$ cat src/rtl/fetch_queue.sv
// fetch_queue: elastic {pc, instr} buffer between fetch and decode.
// Circular buffer of DEPTH entries with wrap-around pointers and a separate
// occupancy counter one bit wider than the pointers. Ready and valid are
// derived from the counter alone, so neither side sees a combinational path
// from the other. A redirect flush empties the queue and outranks any push or
// pop issued in the same cycle.
module fetch_queue #(
  parameter int DEPTH = 4,
  parameter int XLEN  = 32,
  parameter int ILEN  = 32
) (
  input  logic                     clk,
  input  logic                     resetn,
  input  logic                     flush,
  input  logic                     in_valid,
  output logic                     in_ready,
  input  logic [XLEN-1:0]          in_pc,
  input  logic [ILEN-1:0]          in_instr,
  output logic                     out_valid,
  input  logic                     out_ready,
  output logic [XLEN-1:0]          out_pc,
  output logic [ILEN-1:0]          out_instr,
  output logic [$clog2(DEPTH):0]   occupancy
);

  localparam int PW = $clog2(DEPTH);
  localparam int CW = PW + 1;
  localparam int EW = XLEN + ILEN;
  localparam logic [CW-1:0] FULL_CNT = CW'(DEPTH);

  logic [EW-1:0] mem [DEPTH];
  logic [PW-1:0] wr_ptr;
  logic [PW-1:0] rd_ptr;
  logic [CW-1:0] count;
  logic [EW-1:0] head;
  logic          push;
  logic          pop;

  // Handshake flags come only from the counter (and reset for the input side).
  assign in_ready  = resetn && (count != FULL_CNT);
  assign out_valid = (count != '0);
  assign push      = in_valid && in_ready && !flush;
  assign pop       = out_valid && out_ready && !flush;

  // Head entry is zeroed whenever the queue is empty so decode never sees stale data.
  assign head      = mem[rd_ptr];
  assign out_pc    = out_valid ? head[EW-1:ILEN] : '0;
  assign out_instr = out_valid ? head[ILEN-1:0]  : '0;
  assign occupancy = count;

  // Storage array: written on an accepted push, never reset.
  always_ff @(posedge clk) begin
    if (push) begin
      mem[wr_ptr] <= {in_pc, in_instr};
    end
  end

  // Pointer and counter control; reset and flush both empty the queue.
  always_ff @(posedge clk) begin
    if (!resetn || flush) begin
      wr_ptr <= '0;
      rd_ptr <= '0;
      count  <= '0;
    end else begin
      if (push) begin
        wr_ptr <= wr_ptr + 1'b1;
      end
      if (pop) begin
        rd_ptr <= rd_ptr + 1'b1;
      end
      case ({push, pop})
        2'b10:   count <= count + 1'b1;
        2'b01:   count <= count - 1'b1;
        default: count <= count;
      endcase
    end
  end

endmodule

$ cat config.mk
export PLATFORM = sky130hd
export DESIGN_NAME = fetch_queue
export DESIGN_NICKNAME = d
export VERILOG_FILES = /design/src/rtl/fetch_queue.sv
export SDC_FILE = /design/constraint.sdc
export NUM_CORES = 1
export LEC_CHECK = 0
export ABC_AREA = 1
export BUFFER_PORTS_ARGS = -buffer_cell sky130_fd_sc_hd__buf_2
export CORE_MARGIN = 10
export CORE_UTILIZATION = 52
export CTS_CLUSTER_SIZE = 8
export DETAILED_ROUTE_END_ITERATION = 10
export PLACE_DENSITY = 0.74
export SLEW_MARGIN = 30
export SYNTH_ARGS = -nofsm -noshare
export SYNTH_HDL_FRONTEND = slang
export SYNTH_SLANG_ARGS = --single-unit
export TNS_END_PERCENT = 1
$ cat constraint.sdc
create_clock -name clk -period 3.8 [get_ports clk]
set_clock_uncertainty 0.15 [all_clocks]
set_input_delay 0.19 -clock clk [delete_from_list [all_inputs] [get_ports clk]]
set_output_delay 0.19 -clock clk [all_outputs]
set_load 0.01 [all_outputs]
==> flow_summary_export.csv <==
group,metric,value,unit
timing,layout_setup_ws,929,ps
run,cap_violations,0,
timing,post_route_setup_tns,0,ps
setup_path,cell_family_with_the_largest_share_of_critical_path_delay,"flip-flops",
power_and_ir_drop,power.density_cell_area,497,nW/µm²
setup_path,cell_at_the_slowest_stage_of_the_critical_path,"dfxtp_4",
synth,main_combinational_cell_family_by_area_after_synthesis,"simple AND/OR/NAND/NOR gates",
route,postRouteWirelength,23.8,mm
finish,syn2layout_area_growth,25.4,%
die,dieWidth,162,µm
route,drt-initial-drc-count,657,
setup_path,regToRegStartpoint,"occupancy[1]",
finish,finalNetCount,1123,
cts,cts.clk_slew.worst_paths,50,ps
setup_path,r2r.worst_path.cells,12,
timing,maxSlewViolCount,0,
timing,fin_crit_sh,75.5,%
route,post-route-drc-count,0,
finish,final_common_cell,"nor2_1",
setup_path,crit_required,3460,ps
die,core_area,19600,µm²
setup_path,regToRegEndpoint,"occupancy[2]",
die,initial_utilization,53.3,%
cts,cts_root_buf,"clkbuf_16",
timing,relSlewSlack,44.4,%
setup_path,crit_path_max_incr_delay,810,ps
setup_path,setup.worst_path.end_class,"output pin",
finish,layout-drive-gt1-share,19.3,%
global_route,grt_max_degree,77,
cts,post_cts.repair.setup_buffers,0,
placed_design,dpl_worst_slack,1490,ps
route,detailedRoute.firstPassIterationCount,4,
setup_path,criticalPathCategory,"reg2out",
synth,yosys-mux-area-fraction,0,%
route,wire_per_inst,18.0,µm
timing,final.min_clock_period,2870,ps
cts,cts_tree,"done",
global_route,number_of_antenna_violations_at_the_first_check_in_global_routing,1,
synth,synth.yosys.seq_area_share,75.4,%
global_route,grt_pass1_wl,37.7,mm
finish,nFillCells,1361,
setup_path,critPathBufInv,2,
power_and_ir_drop,comb_power_share,3.9,%
run_status,run_status,"finished, final reports clean",
min_path,hp-start,"out_ready",
timing,unrepaired_setup_endpoints_after_global_routing,"false",
timing,worstMarginPinSlew,834,ps
placed_design,hpwl,13.1,mm
power_and_ir_drop,power.switching,0.00124,W
synth,synth_fa_ha_area_share,0.791,%
synth,yosys.area_share.simple,10.5,%
cts,cts_num_sinks,265,
die,die_h,162,µm
synth,synth_xor_area_share,0,%
setup_path,critical_path.most_common_cell,"nor2_1",
synth,synth_area,10400,µm²
global_route,number_of_global_route_vias_before_repair,7262,
cts,cts_max_level,2,
power_and_ir_drop,share_seq_of_total_power,50.1,%
power_and_ir_drop,cellInternalPower,0.00525,W
synth,postSynthCellCount,831,
die,design.portCount,138,
cts,max-clock-path-buffers,3,
synth,seq_cells_post_synth,265,
route,dr_total_vias,7036,
synth,synth-compound-area-share,9.62,%
route,postRouteAntennaNets,0,
cts,cts_buffers,39,
setup_path,worst-path-max-fanout,66,
min_path,worstHoldPathType,"in2reg",
synth,synth.distinct_cells,18,
global_route,grtUsageTotal,18.0,%
setup_path,ff2ff_setup_slack,1530,ps
timing,finalHoldViolCount,0,
power_and_ir_drop,power.static_leakage,4.87,nW
timing,setup_viol_count_final,0,
cts,cts_resized,0,
power_and_ir_drop,sw_frac_of_total,19.1,%
synth,syn_nets,906,
setup_path,start_kind,"flop",
route,avgViaCountPerCell,5.33,
min_path,min_path_cells,6,
global_route,globalRoute.totalOverflow,0,
die,floorplan.die_area,26100,µm²
power_and_ir_drop,clockPowerShare,46.0,%
die,std_cell_rows,51,
synth,synth.avg_cell_area,12.6,µm²
synth,synth-warning-count,0,
setup_path,worstPathArrival,2530,ps
timing,timing.fmax,0.348,GHz
cts,clock_latency,490,ps
power_and_ir_drop,power.ir.vdd_worst,0.407,mV
setup_path,crit_chain,"buf_4 > nor2_1 > nor2_1 > o21ai_0 > a21oi_1 > buf_2",
placed_design,numPortBuffers,137,
placed_design,globalplace.congestion,0.775,
finish,layout_common_cells,"265 x nor2_1, 256 x edfxtp_1, 137 x buf_2",
[metal layers]
layer  vias up  wire length [µm]  global-route usage (%)
met1      3392              9400                    21.5
met4         0               451                    6.87
met5         -                 0                       0
li1       3348                 -                       -
met3        38              1740                    4.52
met2       258             12200                    30.7
[area by class of cell]
cell class              instances  area, µm²  area share [%]
diodes                          1       2.50          0.0191
multi-input cells             497       2210            16.9
inverters                      22       83.8           0.641
clock buffers                  47       1050            8.02
flip-flops and latches        265       7870            60.2
well taps                     265        332            2.53
clock inverters                 1       8.76          0.0670
repair buffers                223       1520            11.6
[stage by stage]
step / hold WS, ps / utilization (%) / instances / power (W) / area, µm²
floorplan: 139 / - / 831 / 0.00339 / 10400
global placement: 253 / 57.8 / 1202 / 0.00349 / 11300
detailed placement: 256 / 57.8 / 1202 / 0.00350 / 11300
CTS: 41.4 / 66.8 / 1320 / 0.00654 / 13100
global route: 138 / 66.8 / 1321 / 0.00672 / 13100
finish: 56.7 / 66.8 / 1321 / 0.00650 / 13100
[power groups by stage]
stage               Sequential [W]  Clock [W]  Combinational, W
floorplan                  0.00331          0         0.0000846
global placement           0.00330          0          0.000192
detailed placement         0.00330          0          0.000197
CTS                        0.00325    0.00303          0.000256
global route               0.00325    0.00319          0.000283
finish                     0.00325    0.00299          0.000256
[how the worst max path moves through the flow]
stage	start	to	slack (ps)	cells after the start
3_3_place_gp	flop	out_instr[16]	1510	6
6_report	flop	out_instr[7]	930	6
5_1_grt	flop	out_pc[31]	720	5
2_1_floorplan	occupancy[1]	mem[0][0]	-250	4
3_5_place_dp	flop	out_instr[17]	1490	6
4_1_cts	flop	out_instr[7]	930	6
[sequential cells by signal (all words and copies together) (netlist names), named ones only]
signal     flops
mem          256
occupancy      3
rd_ptr         2
wr_ptr         2
[kinds of logic after synthesis]
group / Yosys count
buf+inv: 69
flops: 265
simple gates: 291
compound gates: 200
fa+ha+maj: 6
[worst register-to-register path, cell delays in order, from the launching register on]
cell and delay, ps:
dfxtp_1 320, nor2_1 180, nand2_1 150, nand2_1 350
ha_1 230, inv_1 70, fa_1 380, inv_1 70
nand2_1 50, nand3_1 90, nand2_1 60, nand2_1 50
nor2_1 40
[synth_stat cells]
library cell  count  area [µm²]
a21oi_1          69         345
nand2_1          17        63.8
dfxtp_1           9         180
o21ai_0         120         601
buf_6            12         135
edfxtp_1        256        7690
buf_1             4        15.0
nor2_1          269        1010
ha_1              5        62.6
clkbuf_1         13        48.8
fa_1              1        20.0
inv_1            19        71.3
a21boi_0          1        7.51
buf_4             4        30.0
buf_2            14        70.1
nand3_1           5        25.0
inv_2             3        11.3
o21ai_1          10        50.1
[timing repair]
action / 4_1_cts / 5_1_grt
setup endpoints to repair: 0 / 0
hold endpoints to repair: 261 / 0
hold buffers: 70 / 0
Power figures use the tool's default switching activity.
